$ cat src/rtl/ps2_kbd_pkg.sv
`default_nettype none
// +--------------------------------------------------------------------------+
// | ps2_kbd_pkg                                                              |
// | Scan constants, event record and scan-to-ASCII lookup for ps2_kbd_fifo.  |
// | Revision: 1.0                                                            |
// +--------------------------------------------------------------------------+
package ps2_kbd_pkg;

  localparam logic [7:0] SC_E0      = 8'hE0;
  localparam logic [7:0] SC_F0      = 8'hF0;
  localparam logic [7:0] SC_LSHIFT  = 8'h12;
  localparam logic [7:0] SC_RSHIFT  = 8'h59;
  localparam logic [7:0] SC_CAPS    = 8'h58;

  typedef struct packed {
    logic       ext;
    logic       brk;
    logic [7:0] scan;
    logic [7:0] ascii;
  } kbd_event_t;

  typedef enum logic [1:0] {
    RX_IDLE  = 2'd0,
    RX_SHIFT = 2'd1,
    RX_CHECK = 2'd2
  } rx_state_t;

  // US layout, set-2 make codes; alt is the shifted symbol for the digit row.
  function automatic logic [7:0] kbd_ascii(input logic [7:0] sc, input logic shift,
                                           input logic caps);
    logic [7:0] base;
    logic [7:0] alt;
    logic       letter;
    base = 8'h00;
    alt  = 8'h00;
    case (sc)
      8'h1C: base = "a";  8'h32: base = "b";  8'h21: base = "c";  8'h23: base = "d";
      8'h24: base = "e";  8'h2B: base = "f";  8'h34: base = "g";  8'h33: base = "h";
      8'h43: base = "i";  8'h3B: base = "j";  8'h42: base = "k";  8'h4B: base = "l";
      8'h3A: base = "m";  8'h31: base = "n";  8'h44: base = "o";  8'h4D: base = "p";
      8'h15: base = "q";  8'h2D: base = "r";  8'h1B: base = "s";  8'h2C: base = "t";
      8'h3C: base = "u";  8'h2A: base = "v";  8'h1D: base = "w";  8'h22: base = "x";
      8'h35: base = "y";  8'h1A: base = "z";
      8'h16: begin base = "1"; alt = "!"; end
      8'h1E: begin base = "2"; alt = "@"; end
      8'h26: begin base = "3"; alt = "#"; end
      8'h25: begin base = "4"; alt = "$"; end
      8'h2E: begin base = "5"; alt = "%"; end
      8'h36: begin base = "6"; alt = "^"; end
      8'h3D: begin base = "7"; alt = "&"; end
      8'h3E: begin base = "8"; alt = "*"; end
      8'h46: begin base = "9"; alt = "("; end
      8'h45: begin base = "0"; alt = ")"; end
      8'h29: base = 8'h20;
      8'h5A: base = 8'h0D;
      8'h66: base = 8'h08;
      default: base = 8'h00;
    endcase
    letter = (base >= 8'h61) && (base <= 8'h7A);
    if (letter)
      return (shift ^ caps) ? (base - 8'h20) : base;
    else if (shift && (alt != 8'h00))
      return alt;
    else
      return base;
  endfunction

endpackage
`default_nettype wire

$ cat src/rtl/ps2_rx.sv
`default_nettype none
// +--------------------------------------------------------------------------+
// | ps2_rx                                                                   |
// | PS/2 pin synchronisers, clock glitch filter and 11-bit frame receiver.   |
// | Revision: 1.0                                                            |
// +--------------------------------------------------------------------------+
module ps2_rx
  import ps2_kbd_pkg::*;
#(
  parameter int FILTER_LEN     = 8,
  parameter int TIMEOUT_CYCLES = 100000
) (
  input  logic       sysclk,
  input  logic       reset_n,
  input  logic       ps2c,
  input  logic       ps2d,
  output logic       byte_done,
  output logic [7:0] rx_byte,
  output logic       frame_err
);

  localparam int c_flt_w = $clog2(FILTER_LEN + 1);
  localparam int c_to_w  = $clog2(TIMEOUT_CYCLES + 1);
  localparam logic [c_flt_w-1:0] c_flt_max = c_flt_w'(FILTER_LEN - 1);
  localparam logic [c_to_w-1:0]  c_to_max  = c_to_w'(TIMEOUT_CYCLES - 1);

  logic [1:0]         r_c_sync;
  logic [1:0]         r_d_sync;
  logic               r_c_filt;
  logic [c_flt_w-1:0] r_flt_cnt;
  logic [c_to_w-1:0]  r_to_cnt;
  logic [10:0]        r_shift;
  logic [3:0]         r_bit_cnt;
  rx_state_t          r_state;
  rx_state_t          w_state_nxt;
  logic               w_accept;
  logic               w_fall;
  logic               w_timeout;
  logic               w_frame_ok;

  assign w_accept   = (r_c_sync[1] != r_c_filt) && (r_flt_cnt == c_flt_max);
  assign w_fall     = w_accept && r_c_filt;
  assign w_timeout  = (r_state == RX_SHIFT) && !w_fall && (r_to_cnt == c_to_max);
  assign w_frame_ok = !r_shift[0] && r_shift[10] && (^r_shift[9:1]);
  assign rx_byte    = r_shift[8:1];

  // Lines idle high, so the synchronisers and filter reset to 1.
  always_ff @(posedge sysclk or negedge reset_n) begin
    if (!reset_n) begin
      r_c_sync  <= 2'b11;
      r_d_sync  <= 2'b11;
      r_c_filt  <= 1'b1;
      r_flt_cnt <= '0;
    end else begin
      r_c_sync <= {r_c_sync[0], ps2c};
      r_d_sync <= {r_d_sync[0], ps2d};
      if (r_c_sync[1] == r_c_filt) begin
        r_flt_cnt <= '0;
      end else if (w_accept) begin
        r_flt_cnt <= '0;
        r_c_filt  <= r_c_sync[1];
      end else begin
        r_flt_cnt <= r_flt_cnt + 1'b1;
      end
    end
  end

  always_ff @(posedge sysclk or negedge reset_n) begin
    if (!reset_n) begin
      r_state   <= RX_IDLE;
      r_shift   <= '0;
      r_bit_cnt <= '0;
      r_to_cnt  <= '0;
    end else begin
      r_state <= w_state_nxt;
      if (w_fall && (r_state != RX_CHECK)) begin
        r_shift   <= {r_d_sync[1], r_shift[10:1]};
        r_bit_cnt <= (r_state == RX_IDLE) ? 4'd1 : r_bit_cnt + 4'd1;
      end
      if ((r_state != RX_SHIFT) || w_fall)
        r_to_cnt <= '0;
      else
        r_to_cnt <= r_to_cnt + 1'b1;
    end
  end

  always_comb begin
    w_state_nxt = r_state;
    byte_done   = 1'b0;
    frame_err   = 1'b0;
    case (r_state)
      RX_IDLE: begin
        if (w_fall) w_state_nxt = RX_SHIFT;
      end
      RX_SHIFT: begin
        if (w_timeout) begin
          w_state_nxt = RX_IDLE;
          frame_err   = 1'b1;
        end else if (w_fall && (r_bit_cnt == 4'd10)) begin
          w_state_nxt = RX_CHECK;
        end
      end
      RX_CHECK: begin
        w_state_nxt = RX_IDLE;
        byte_done   = w_frame_ok;
        frame_err   = !w_frame_ok;
      end
      default: w_state_nxt = RX_IDLE;
    endcase
  end

endmodule
`default_nettype wire

$ cat src/rtl/ps2_kbd_fifo.sv
`default_nettype none
// +--------------------------------------------------------------------------+
// | ps2_kbd_fifo                                                             |
// | PS/2 keyboard front-end: prefix decode, modifiers, ASCII, event FWFT FIFO.|
// | Optional feature macro: PS2_KBD_ASCII_EN (modifier tracking + ASCII).    |
// | Revision: 1.0                                                            |
// +--------------------------------------------------------------------------+
module ps2_kbd_fifo
  import ps2_kbd_pkg::*;
#(
  parameter int FILTER_LEN     = 8,
  parameter int TIMEOUT_CYCLES = 100000,
  parameter int FIFO_DEPTH     = 16,
  parameter int PUSH_BREAK     = 0
) (
  input  logic       sysclk,
  input  logic       reset_n,
  input  logic       ps2c,
  input  logic       ps2d,
  input  logic       rd_en,
  output logic       valid,
  output logic       ext,
  output logic       brk,
  output logic [7:0] scan_code,
  output logic [7:0] ascii,
  output logic       full,
  output logic       overflow,
  output logic [7:0] err_cnt,
  output logic [1:0] mods
);

  localparam int c_aw = $clog2(FIFO_DEPTH);
  localparam logic [c_aw:0] c_depth = (c_aw + 1)'(FIFO_DEPTH);

  logic       w_byte_done;
  logic [7:0] w_rx_byte;
  logic       w_frame_err;
  logic [7:0] w_ascii;
  logic       r_ext_pend;
  logic       r_brk_pend;
  logic       r_evt_fire;
  kbd_event_t r_evt;
  logic       w_push;
  logic       w_wr;
  logic       w_rd;
  logic [7:0] r_err_cnt;
  logic       r_overflow;
  kbd_event_t r_mem [FIFO_DEPTH];
  logic [c_aw-1:0] r_wr_ptr;
  logic [c_aw-1:0] r_rd_ptr;
  logic [c_aw:0]   r_count;
  kbd_event_t w_head;

  ps2_rx #(
    .FILTER_LEN     (FILTER_LEN),
    .TIMEOUT_CYCLES (TIMEOUT_CYCLES)
  ) u_rx (
    .sysclk    (sysclk),
    .reset_n   (reset_n),
    .ps2c      (ps2c),
    .ps2d      (ps2d),
    .byte_done (w_byte_done),
    .rx_byte   (w_rx_byte),
    .frame_err (w_frame_err)
  );

  // Prefix bytes only arm flags; every other byte closes an event.
  always_ff @(posedge sysclk or negedge reset_n) begin
    if (!reset_n) begin
      r_ext_pend <= 1'b0;
      r_brk_pend <= 1'b0;
      r_evt_fire <= 1'b0;
      r_evt      <= '0;
    end else begin
      r_evt_fire <= 1'b0;
      if (w_byte_done) begin
        if (w_rx_byte == SC_E0) begin
          r_ext_pend <= 1'b1;
        end else if (w_rx_byte == SC_F0) begin
          r_brk_pend <= 1'b1;
        end else begin
          r_evt_fire <= 1'b1;
          r_evt      <= '{ext: r_ext_pend, brk: r_brk_pend, scan: w_rx_byte, ascii: w_ascii};
          r_ext_pend <= 1'b0;
          r_brk_pend <= 1'b0;
        end
      end
    end
  end

`ifdef PS2_KBD_ASCII_EN
  logic r_lshift;
  logic r_rshift;
  logic r_caps;
  logic r_caps_held;
  logic w_shift;

  assign w_shift = r_lshift | r_rshift;
  assign w_ascii = (r_ext_pend || r_brk_pend) ? 8'h00 : kbd_ascii(w_rx_byte, w_shift, r_caps);
  assign mods    = {r_caps, w_shift};

  // Caps toggles once per physical press; typematic repeats see r_caps_held.
  always_ff @(posedge sysclk or negedge reset_n) begin
    if (!reset_n) begin
      r_lshift    <= 1'b0;
      r_rshift    <= 1'b0;
      r_caps      <= 1'b0;
      r_caps_held <= 1'b0;
    end else if (r_evt_fire && !r_evt.ext) begin
      case (r_evt.scan)
        SC_LSHIFT: r_lshift <= !r_evt.brk;
        SC_RSHIFT: r_rshift <= !r_evt.brk;
        SC_CAPS: begin
          if (r_evt.brk) begin
            r_caps_held <= 1'b0;
          end else if (!r_caps_held) begin
            r_caps      <= !r_caps;
            r_caps_held <= 1'b1;
          end
        end
        default: ;
      endcase
    end
  end
`else
  assign w_ascii = 8'h00;
  assign mods    = 2'b00;
`endif

  assign w_push = r_evt_fire && ((PUSH_BREAK != 0) || !r_evt.brk);
  assign valid  = (r_count != '0);
  assign full   = (r_count == c_depth);
  assign w_rd   = rd_en && valid;
  assign w_wr   = w_push && (!full || w_rd);

  always_ff @(posedge sysclk) begin
    if (w_wr) r_mem[r_wr_ptr] <= r_evt;
  end

  always_ff @(posedge sysclk or negedge reset_n) begin
    if (!reset_n) begin
      r_wr_ptr   <= '0;
      r_rd_ptr   <= '0;
      r_count    <= '0;
      r_overflow <= 1'b0;
      r_err_cnt  <= 8'h00;
    end else begin
      if (w_wr) r_wr_ptr <= r_wr_ptr + 1'b1;
      if (w_rd) r_rd_ptr <= r_rd_ptr + 1'b1;
      case ({w_wr, w_rd})
        2'b10:   r_count <= r_count + 1'b1;
        2'b01:   r_count <= r_count - 1'b1;
        default: r_count <= r_count;
      endcase
      if (w_push && !w_wr) r_overflow <= 1'b1;
      if (w_frame_err && (r_err_cnt != 8'hFF)) r_err_cnt <= r_err_cnt + 8'h01;
    end
  end

  assign w_head    = valid ? r_mem[r_rd_ptr] : '0;
  assign ext       = w_head.ext;
  assign brk       = w_head.brk;
  assign scan_code = w_head.scan;
  assign ascii     = w_head.ascii;
  assign overflow  = r_overflow;
  assign err_cnt   = r_err_cnt;

endmodule
`default_nettype wire
$ cat config.mk
export PLATFORM = sky130hd
export DESIGN_NAME = ps2_kbd_fifo
export DESIGN_NICKNAME = d
export VERILOG_FILES = /design/src/rtl/ps2_kbd_pkg.sv /design/src/rtl/ps2_rx.sv /design/src/rtl/ps2_kbd_fifo.sv
export SDC_FILE = /design/constraint.sdc
export NUM_CORES = 1
export LEC_CHECK = 0
export CORE_ASPECT_RATIO = 0.9
export CORE_MARGIN = 2
export CORE_UTILIZATION = 45
export DETAILED_ROUTE_END_ITERATION = 16
export SYNTH_ARGS = -nofsm -noshare
export SYNTH_HDL_FRONTEND = slang
export SYNTH_SLANG_ARGS = --single-unit
$ cat constraint.sdc
create_clock -name sysclk -period 6.82 [get_ports sysclk]
set_clock_uncertainty 0.2 [all_clocks]
set_input_delay 0.682 -clock sysclk [delete_from_list [all_inputs] [get_ports sysclk]]
set_output_delay 0.682 -clock sysclk [all_outputs]
set_load 0.005 [all_outputs]
==> results of run 1 <==
==> flip-flops by register name (all words and copies together), names as in the netlist, 4 cells and up <==
signal / flops
u_rx.r_to_cnt: 17
err_cnt: 8
r_evt: 10
u_rx.r_flt_cnt: 4
r_wr_ptr: 4
u_rx.r_bit_cnt: 4
r_count: 5
u_rx.r_shift: 11
r_rd_ptr: 4
r_mem: 160
==> layer usage <==
layer	share of wire	vias up	GRT usage
met5	0	-	0
met4	0.019	0	0.0415
met3	0.059	30	0.0294
met2	0.47	142	0.259
met1	0.45	2643	0.238
li1	-	2361	-
==> synthesized netlist by cell type, types with 6 or more instances <==
library cell  instances  area [um^2]
edfxtp_1            160         4800
inv_1                26         97.6
xnor2_1              18          158
mux4_2               50         1130
nand3_1              14         70.1
dfrtp_1              73         1830
xor2_1               13          114
ha_1                 21          263
nor2_1               25         93.8
clkbuf_1             14         52.6
buf_4                10         75.1
nand2_1              26         97.6
o21ai_0              16         80.1
nor3_1                8         40.0
and3_1                6         37.5
and2_1               20          125
mux2_2               22          248
a21oi_1              14         70.1
==> power breakdown <==
group          internal [uW]  total [uW]  switching [uW]
combinational            200         374             174
clock                    800        1360             564
sequential              1570        1670             101
==> path summary, 6_finish.rpt <==
path | cells after the start | end | slack [ps] | start
min in group sysclk | 0 | u_rx.r_c_sync[1] | 160 | u_rx.r_c_sync[0]
setup / recovery | 5 | ext | 2390 | r_rd_ptr[0]
hold / removal | 1 | err_cnt[7] | 130 | reset_n
max in group asynchronous | 1 | r_rd_ptr[0] | 5600 | reset_n
setup reg to reg | 9 | r_count[4] | 3480 | r_count[0]
hold reg to reg | 0 | u_rx.r_c_sync[1] | 160 | u_rx.r_c_sync[0]
==> kinds of logic after synthesis <==
kind of cell,Yosys count,share of synthesized area
AO/OA/AOI/OAI,47,0.0309
XOR/XNOR,32,0.0293
adder cells (fa/ha/maj),22,0.0282
buffers and inverters,57,0.0257
flip-flops,238,0.673
multiplexers,74,0.139
other,1,0.000373
AND/OR/NAND/NOR,132,0.0734
==> area by class of cell <==
| cell class | instances | area (um^2) | area share |
|---|---|---|---|
| clock buffers | 29 | 683 | 0.0597 |
| repair buffers | 35 | 323 | 0.0282 |
| multi-input cells | 317 | 3060 | 0.267 |
| well taps | 291 | 364 | 0.0318 |
| flip-flops and latches | 238 | 6760 | 0.591 |
| inverters | 26 | 97.6 | 0.00853 |
| clock inverters | 19 | 159 | 0.0139 |
==> metrics by stage <==
stage                     total power, uW  hold WS [ps]  std cells
after floorplan                      2000           145        612
after global placement               2080           148        907
after detailed placement             2090           150        907
after CTS                            3450           159        955
after global routing                 3550           160        955
final                                3410           128        955
==> summary.md, run 1 <==
| Metric | Value |
|---|---|
| Worst-Margin Slew | `995 ps` |
| Largest net degree at the start of global routing | `79` |
| Routed Antenna Nets | `0` |
| Fin crit period | `4430 ps` |
| YS warnings | `0` |
| Hold Buf Count CTS | `0` |
| Crit path kind | `reg2out` |
| Pwr per Cell Area | `298 mW/mm^2` |
| Most used cell, CP | `mux4_2` |
| Die area | `0.0235 mm^2` |
| IO buf count | `25` |
| Drt drc | `0` |
| First-pass GRT wire length | `29700 um` |
| Clock sinks | `238` |
| Final hold vios | `0` |
| WL final | `19100 um` |
| WL per Instance | `20.0 um` |
| Hold Path Class | `in2async` |
| Worst Path Required | `5940 ps` |
| Vias per cell | `5.42` |
| Sequential area share after synthesis | `0.673` |
| Status | `completed` |
| Most frequent cells in the layout | `edfxtp_1, dfrtp_1, mux4_2` |
| Post-Route Utilization | `0.526` |
| Commonest non-fill, non-tap cell in the layout | `edfxtp_1` |
| Grt ovf | `0` |
| Delay of the slowest critical-path stage | `790 ps` |
| MaxCap Viol Count | `0` |
| Syn Inst Count | `603` |
| CTS root buf | `clkbuf_16` |
| Total GRT Usage | `0.164` |
| Worst relative slew slack | `0.337` |
| Final setup fails | `0` |
| CP Cell Sequence | `buf_4 -> mux4_2 -> mux4_2 -> and2_1 -> clkdlybuf4s50_1` |
| Starting Density | `0.462` |
| Area grow syn2layout | `14.0%` |
| Final instance area | `0.0114 mm^2` |
| Async set-reset flop share out of synthesis | `0.328` |
| Max Root-Sink Buffers | `3` |
| Cell area after synthesis | `0.0100 mm^2` |
| Width of the die | `161 um` |
| Nature of the critical path endpoint | `primary output` |
| Worst vdd ir | `between 0.00015 and 0.0002 V` |
| Ports | `36` |
| DP Worst Slack | `2850 ps` |
| Core Rows | `slightly above 50` |
| Antenna cells | `0` |
| Post-synth EDFFs | `160` |
| Fin nets | `around 670` |
| CTS tree | `built` |
| Number of global-route vias before repair | `between 5000 and 6000` |
| Synth Register Bits | `238` |
| Clock transition at path regs | `~60 ps` |
| Via count | `5176` |
| RSZ-0062 raised after global routing | `false` |
| CP startpoint kind | `register` |
| Fmax | `226 MHz` |
| Fraction of layout cells with a size suffix above 1 | `0.203` |
| Worst-Skew Late Latency | `520 ps` |
| Iter 0 DRT Violations | `392` |
| CP max stage cell | `dfrtp_2` |
| Placed cell area | `between 0.01 and 0.015 mm^2` |
| Synth unique cells | `53` |
| Initial antenna violation count | `0` |
| Fin crit share | `0.650` |
| Core ar. | `0.0218 mm^2` |
| CP Buf/Inv Count | `2` |
| Slew Limit Fails | `0` |
| CP Max Fanout | `24` |
| # resized after CTS | `0` |
| Delay-heaviest family, CP | `multiplexers` |
| Post-Syn Area per Cell | `16.7 um^2` |
| Fill cells | `~1800` |
| GPL Wtd Cong | `0.795` |
| Fin worst setup slack | `2390 ps` |
| Cts bufs inserted | `26` |
| Die height | `146 um` |
| H-tree levels | `1` |
| DR pass1 iterations | `4` |
| Main synth FF type | `edfxtp_1` |
| Setup bufs post-CTS | `0` |
| WP data arrival | `3550 ps` |
| Total negative slack | `0 ps` |
| Post-DP HPWL | `12000 um` |
| Leakage power | `0.00461 uW` |
Power figures use the tool's default switching activity.
==> run 2: changes to the inputs <==
clock period = 4.5 ns   (was 6.82 ns; I/O delays follow)
==> run 2 against run 1 <==
  * Sequential power grew 50%
  * Design area hardly changed
  * Worst hold slack better by 30 ps
  * Non-clock buffer count is 3 higher
  * First-iteration DRC count is 9.2% higher
  * Register-to-register slack got worse by 2100 ps
  * Sequential cell count did not move
  * Clock power rose by 45%
  * Global-route usage up 0.74 points
  * Wire length is 1.4% higher
  * Critical path type unchanged
  * Largest power group unchanged
  * Highest routed layer unchanged
==> summary.md, run 2 (synthesis results as in run 1) <==
| Metric | Value |
|---|---|
| Most used cell, CP | `mux4_2` |
| # resized after CTS | `0 (unchanged)` |
| Total negative slack | `0 ps (unchanged)` |
| Iter 0 DRT Violations | `428 (+9.2%)` |
| Status | `completed` |
| Routed Antenna Nets | `0 (unchanged)` |
| First-pass GRT wire length | `31300 um (+5.6%)` |
| Max FFs per register | `160 (unchanged)` |
| Fin nets | `673 (+0.30%)` |
| Core Rows | `51 (unchanged)` |
| Net Sw Frac | `0.242 (-0.00374)` |
| DR pass1 iterations | `4 (unchanged)` |
| MaxCap Viol Count | `0 (unchanged)` |
| Slew Limit Fails | `0 (unchanged)` |
| DP Worst Slack | `1250 ps (-1600 ps)` |
| Flop pwr share | `0.491 (about the same)` |
| Most frequent cells in the layout | `edfxtp_1, dfrtp_1, mux4_2` |
| Fin crit share | `0.824` |
| Final setup fails | `0 (unchanged)` |
| Combinational fraction of design power | `0.124 (+0.014)` |
| Pwr per Cell Area | `447 mW/mm^2 (+50%)` |
| Width of the die | `161 um (unchanged)` |
| CTS root buf | `clkbuf_16` |
| Max Root-Sink Buffers | `3 (unchanged)` |
| CP Max Fanout | `35 (+46%)` |
| Placed insts | `909 (+0.22%)` |
| Die area | `0.0235 mm^2 (unchanged)` |
| Fin worst setup slack | `794 ps (-1590 ps)` |
| Clock transition at path regs | `60 ps (about the same)` |
| Drt drc | `0 (unchanged)` |
| Nature of the critical path endpoint | `primary output` |
| Worst-Margin Slew | `998 ps (+3.09 ps)` |
| Via count | `5207 (+0.60%)` |
| Grt ovf | `0 (unchanged)` |
| Leakage power | `0.00461 uW (-0.11%)` |
| Switch Pwr | `1240 uW (+48%)` |
| Area grow syn2layout | `13.9% (about the same)` |
| Core ar. | `0.0218 mm^2 (unchanged)` |
| Most flops, register | `r_mem` |
| IO buf count | `25 (unchanged)` |
| Fin crit period | `3710 ps` |
| Fmax | `270 MHz` |
| Number of global-route vias before repair | `5558 (+5.7%)` |
| CTS tree | `built` |
| GPL Wtd Cong | `0.795 (about the same)` |
| Total GRT Usage | `0.171 (+0.00741)` |
| Non-filler cells, final | `956 (+0.10%)` |
| Largest net degree at the start of global routing | `79 (unchanged)` |
| Clk pwr share | `0.385 (-0.015)` |
| WL final | `19400 um (+1.4%)` |
| Biggest regs | `r_mem x160, u_rx.r_to_cnt x17, u_rx.r_shift x11` |
| Worst relative slew slack | `0.335 (-0.00206)` |
| WP data arrival | `3060 ps (-490 ps)` |
| Hold Path Class | `in2reg` |
| CP startpoint kind | `register` |
| Worst hold slack | `158 ps (+30.0 ps)` |
| Delay of the slowest critical-path stage | `550 ps (-240 ps)` |
| Worst vdd ir | `0.000287 V (+58%)` |
| CP Cell Sequence | `buf_12 -> mux4_2 -> mux4_2 -> and2_1 -> clkdlybuf4s50_1` |
| Crit path kind | `reg2out` |
| Die height | `146 um (unchanged)` |
| CP max stage cell | `mux4_2` |
| Worst-Skew Late Latency | `510 ps (about the same)` |
| Ports | `36 (unchanged)` |
| Initial antenna violation count | `0 (unchanged)` |
| Setup bufs post-CTS | `0 (unchanged)` |
| Post-DP HPWL | `12200 um (+1.8%)` |
| Cts bufs inserted | `25 (-3.8%)` |
| Fraction of layout cells with a size suffix above 1 | `0.200 (-0.00331)` |
| H-tree levels | `1 (unchanged)` |
| Commonest non-fill, non-tap cell in the layout | `edfxtp_1` |
| Worst Path Required | `3850 ps (-2090 ps)` |
| WL per Instance | `20.3 um (+1.3%)` |
| Antenna cells | `0 (unchanged)` |
| Clock sinks | `238 (unchanged)` |
| Final hold vios | `0 (unchanged)` |
| RSZ-0062 raised after global routing | `false` |
| Starting Density | `0.462 (unchanged)` |
| Cell Int Power | `3880 uW (+51%)` |
| Vias per cell | `5.45 (+0.49%)` |
[run 2: changes by cell type in the layout (fill, tap and decap cells not counted), sizes merged]
cell	change
dlygate4sd3	+1
bufinv	-1
buf	+2
clkbuf	+10
clkinvlp	-1
clkinv	-10
[run 2: metal layers]
layer  track usage  up-vias  part of all wire  wire [um]
li1              -     2348                 -          -
met2         0.284      138              0.50       9630
met1         0.240     2692              0.43       8260
met3        0.0291       29             0.056       1080
met5             0        -                 0          0
met4        0.0406        0             0.020        393
[run 2: worst max-delay path: cells and delay by family, from the launching register on]
kind | cells | cell delay, ps
buffers and inverters | 2 | 770
DFF | 1 | 540
muxes | 2 | 1010
and+or+nand+nor | 1 | 200
[run 2: worst paths after layout]
kind | slack [ps] | startpoint | endpoint | depth (start not counted)
worst max-delay path | 790 | r_rd_ptr[0] | scan_code[1] | 5
worst min-delay path | 160 | ps2c | u_rx.r_c_sync[0] | 1
worst max register to register | 1360 | r_count[0] | r_count[4] | 10
worst min register to register | 160 | u_rx.r_c_sync[0] | u_rx.r_c_sync[1] | 0
max in group asynchronous | 2950 | reset_n | r_rd_ptr[0] | 2
min in group asynchronous | 460 | reset_n | err_cnt[6] | 2
[run 2: final cells by class]
type / instances / area, um^2
clock buffer: 39 / 729
clock inverter: 7 / 65.1
fill: 1722 / 10300
inverter: 26 / 97.6
multi-input combinational: 317 / 3060
sequential: 238 / 6760
tap: 291 / 364
timing repair buffer: 38 / 360
[run 2: metrics by stage]
stage          area (um^2)  utilization  power (uW)
2_1_floorplan        10100            -        3020
3_3_place_gp         10600        0.489        3190
3_5_place_dp         10600        0.489        3210
4_1_cts              11400        0.526        5190
5_1_grt              11400        0.526        5340
6_report             11400        0.526        5110
[run 2: repair_timing]
action,in CTS,in global routing
hold buffers,1,0
setup endpoints to repair,0,0
hold endpoints to repair,73,0
[run 2: power by group through the flow]
stage	registers (uW)	clock network (uW)	logic, uW
3_3_place_gp	2550	0	638
5_1_grt	2530	2110	701
4_1_cts	2510	2020	657
2_1_floorplan	2460	0	561
6_report	2510	1970	636
3_5_place_dp	2560	0	654
==> run 3: changes to the inputs <==
clock period = 3.19 ns   (was 4.5 ns; I/O delays follow)
==> run 3 against run 2 <==
  * Global-route usage grew 0.25 points
  * Largest power group unchanged
  * Wire length grew 1.6%
  * Design area grew 3.3%
  * Critical path depth grew 2
  * First-iteration DRC count grew 18%
  * Power grew 50%
  * Register-to-register slack lost 1000 ps
  * Via count grew 1.3%
  * Setup slack lost 700 ps
  * Sequential cell count is the same
  * Worst hold slack lost 0.59 ps
==> summary.md, run 3 (synthesis results as in run 1) <==
| Metric | Value |
|---|---|
| CTS tree | `built` |
| Largest net degree at the start of global routing | `79 (unchanged)` |
| Reg2reg setup slack | `320 ps (-1040 ps)` |
| Slew Limit Fails | `0 (unchanged)` |
| RSZ-0062 raised after global routing | `false` |
| Worst Path Required | `2670 ps (-1180 ps)` |
| Commonest non-fill, non-tap cell in the layout | `edfxtp_1` |
| Biggest regs | `r_mem x160, u_rx.r_to_cnt x17, u_rx.r_shift x11` |
| Multi-input gate area | `0.00307 mm^2 (+0.57%)` |
| Final hold vios | `0 (unchanged)` |
| Max Root-Sink Buffers | `3 (unchanged)` |
| MaxCap Viol Count | `0 (unchanged)` |
| Iter 0 DRT Violations | `507 (+18%)` |
| Total GRT Usage | `0.174 (+0.00246)` |
| Post-DP HPWL | `11800 um (-3.1%)` |
| Core ar. | `0.0218 mm^2 (unchanged)` |
| First-pass GRT wire length | `31500 um (+0.57%)` |
| Clock transition at path regs | `60 ps (about the same)` |
| Most used cell, CP | `mux4_2` |
| Leakage power | `0.00485 uW (+5.2%)` |
| Initial antenna violation count | `0 (unchanged)` |
| Fin nets | `702 (+4.3%)` |
| CTS root buf | `clkbuf_16` |
| Width of the die | `161 um (unchanged)` |
| Total negative slack | `0 ps (unchanged)` |
| Crit path kind | `reg2out` |
| Antenna cells | `0 (unchanged)` |
| Hold Path Class | `reg2reg` |
| Worst vdd ir | `0.000427 V (+49%)` |
| Post-Route Utilization | `0.543 (+0.0174)` |
| CP Buf/Inv Count | `4 (+2)` |
| CP Max Fanout | `6 (-83%)` |
| Vias per cell | `5.36 (-1.6%)` |
| Drt drc | `0 (unchanged)` |
| Ports | `36 (unchanged)` |
| DR pass1 iterations | `4 (unchanged)` |
| Core Rows | `51 (unchanged)` |
| Die area | `0.0235 mm^2 (unchanged)` |
| Grt ovf | `0 (unchanged)` |
| Status | `completed` |
| R2R depth | `9 (-1)` |
| Starting Density | `0.462 (unchanged)` |
| Nature of the critical path endpoint | `primary output` |
| Pwr per Cell Area | `648 mW/mm^2 (+45%)` |
| Most frequent cells in the layout | `edfxtp_1, dfrtp_1, mux4_2` |
| CP Cell Sequence | `buf_12 -> buf_8 -> buf_16 -> mux4_2 -> mux4_2 -> and2_4 -> buf_6` |
| Worst-Margin Slew | `976 ps (-22.1 ps)` |
| H-tree levels | `1 (unchanged)` |
| CP startpoint kind | `register` |
| Fill cells | `1712 (-0.58%)` |
| CP max stage cell | `mux4_2` |
| Total Power | `7650 uW (+50%)` |
| IO buf count | `25 (unchanged)` |
| Delay-heaviest family, CP | `multiplexers` |
| Non-filler cells, final | `985 (+3.0%)` |
| Die height | `146 um (unchanged)` |
| Worst hold slack | `157 ps (-0.589 ps)` |
| Placed insts | `922 (+1.4%)` |
| WP data arrival | `2580 ps (-480 ps)` |
| Number of global-route vias before repair | `5568 (+0.18%)` |
| Routed Antenna Nets | `0 (unchanged)` |
| Fin crit period | `3100 ps` |
| Fin crit share | `0.971` |
| Max FFs per register | `160 (unchanged)` |
| WL final | `19700 um (+1.6%)` |
| WL per Instance | `20.0 um (-1.4%)` |
| Most flops, register | `r_mem` |
| Cts bufs inserted | `26 (+4.0%)` |
| GPL Wtd Cong | `0.749 (-5.8%)` |
| Clock sinks | `238 (unchanged)` |
| Worst-Skew Late Latency | `530 ps (+20 ps)` |
| Storage cell area | `0.00676 mm^2 (unchanged)` |
| Critical path depth in cells | `7 (+2)` |
| Delay of the slowest critical-path stage | `510 ps (-40 ps)` |
| Fraction of layout cells with a size suffix above 1 | `0.252 (+0.0522)` |
| Via count | `5277 (+1.3%)` |
| Final setup fails | `0 (unchanged)` |
| Fmax | `323 MHz` |
| Area grow syn2layout | `17.7%` |
| Worst relative slew slack | `0.349 (+0.0148)` |
| Hold Crit Depth | `0 (-1)` |
==> run 3: power breakdown <==
group	switching, uW	internal [uW]
Combinational	605	761
Sequential	113	3360
Clock	1160	1650
==> run 3: layer usage <==
layer  track usage  up-vias  routed length, um
met5             0        -                  0
met4        0.0357        0                333
met3        0.0288       29               1110
met2         0.289      128               9750
met1         0.245     2707               8480
li1              -     2413                  -
==> run 3: area by class of cell <==
cell class | instances | share of cell area
clock inverters | 18 | 0.0123
well taps | 291 | 0.0308
multi-input cells | 317 | 0.260
clock buffers | 29 | 0.0560
repair buffers | 66 | 0.0600
flip-flops and latches | 238 | 0.572
inverters | 26 | 0.00826
==> run 3: through the flow <==
step / instance area (um^2) / worst slack [ps]
5_1_grt: 11800 / 24.5
6_report: 11800 / 91.8
4_1_cts: 11800 / 2.23
2_1_floorplan: 10100 / 580
3_3_place_gp: 10700 / 341
3_5_place_dp: 10700 / 310
==> run 3: final timing paths <==
path	startpoint	end
hold reg to reg	u_rx.r_d_sync[0]	u_rx.r_d_sync[1]
setup reg to reg	r_count[0]	r_count[4]
hold / removal	u_rx.r_d_sync[0]	u_rx.r_d_sync[1]
max in group asynchronous	reset_n	r_rd_ptr[0]
setup / recovery	r_rd_ptr[0]	scan_code[3]
min in group asynchronous	reset_n	r_count[1]
==> run 3: what timing repair did <==
item,CTS,global route
resized for setup,52,8
pin swaps,3,0
setup endpoints to repair,10,7
setup buffers,12,0
gates cloned,3,0
hold endpoints to repair,75,0
hold buffers,3,0
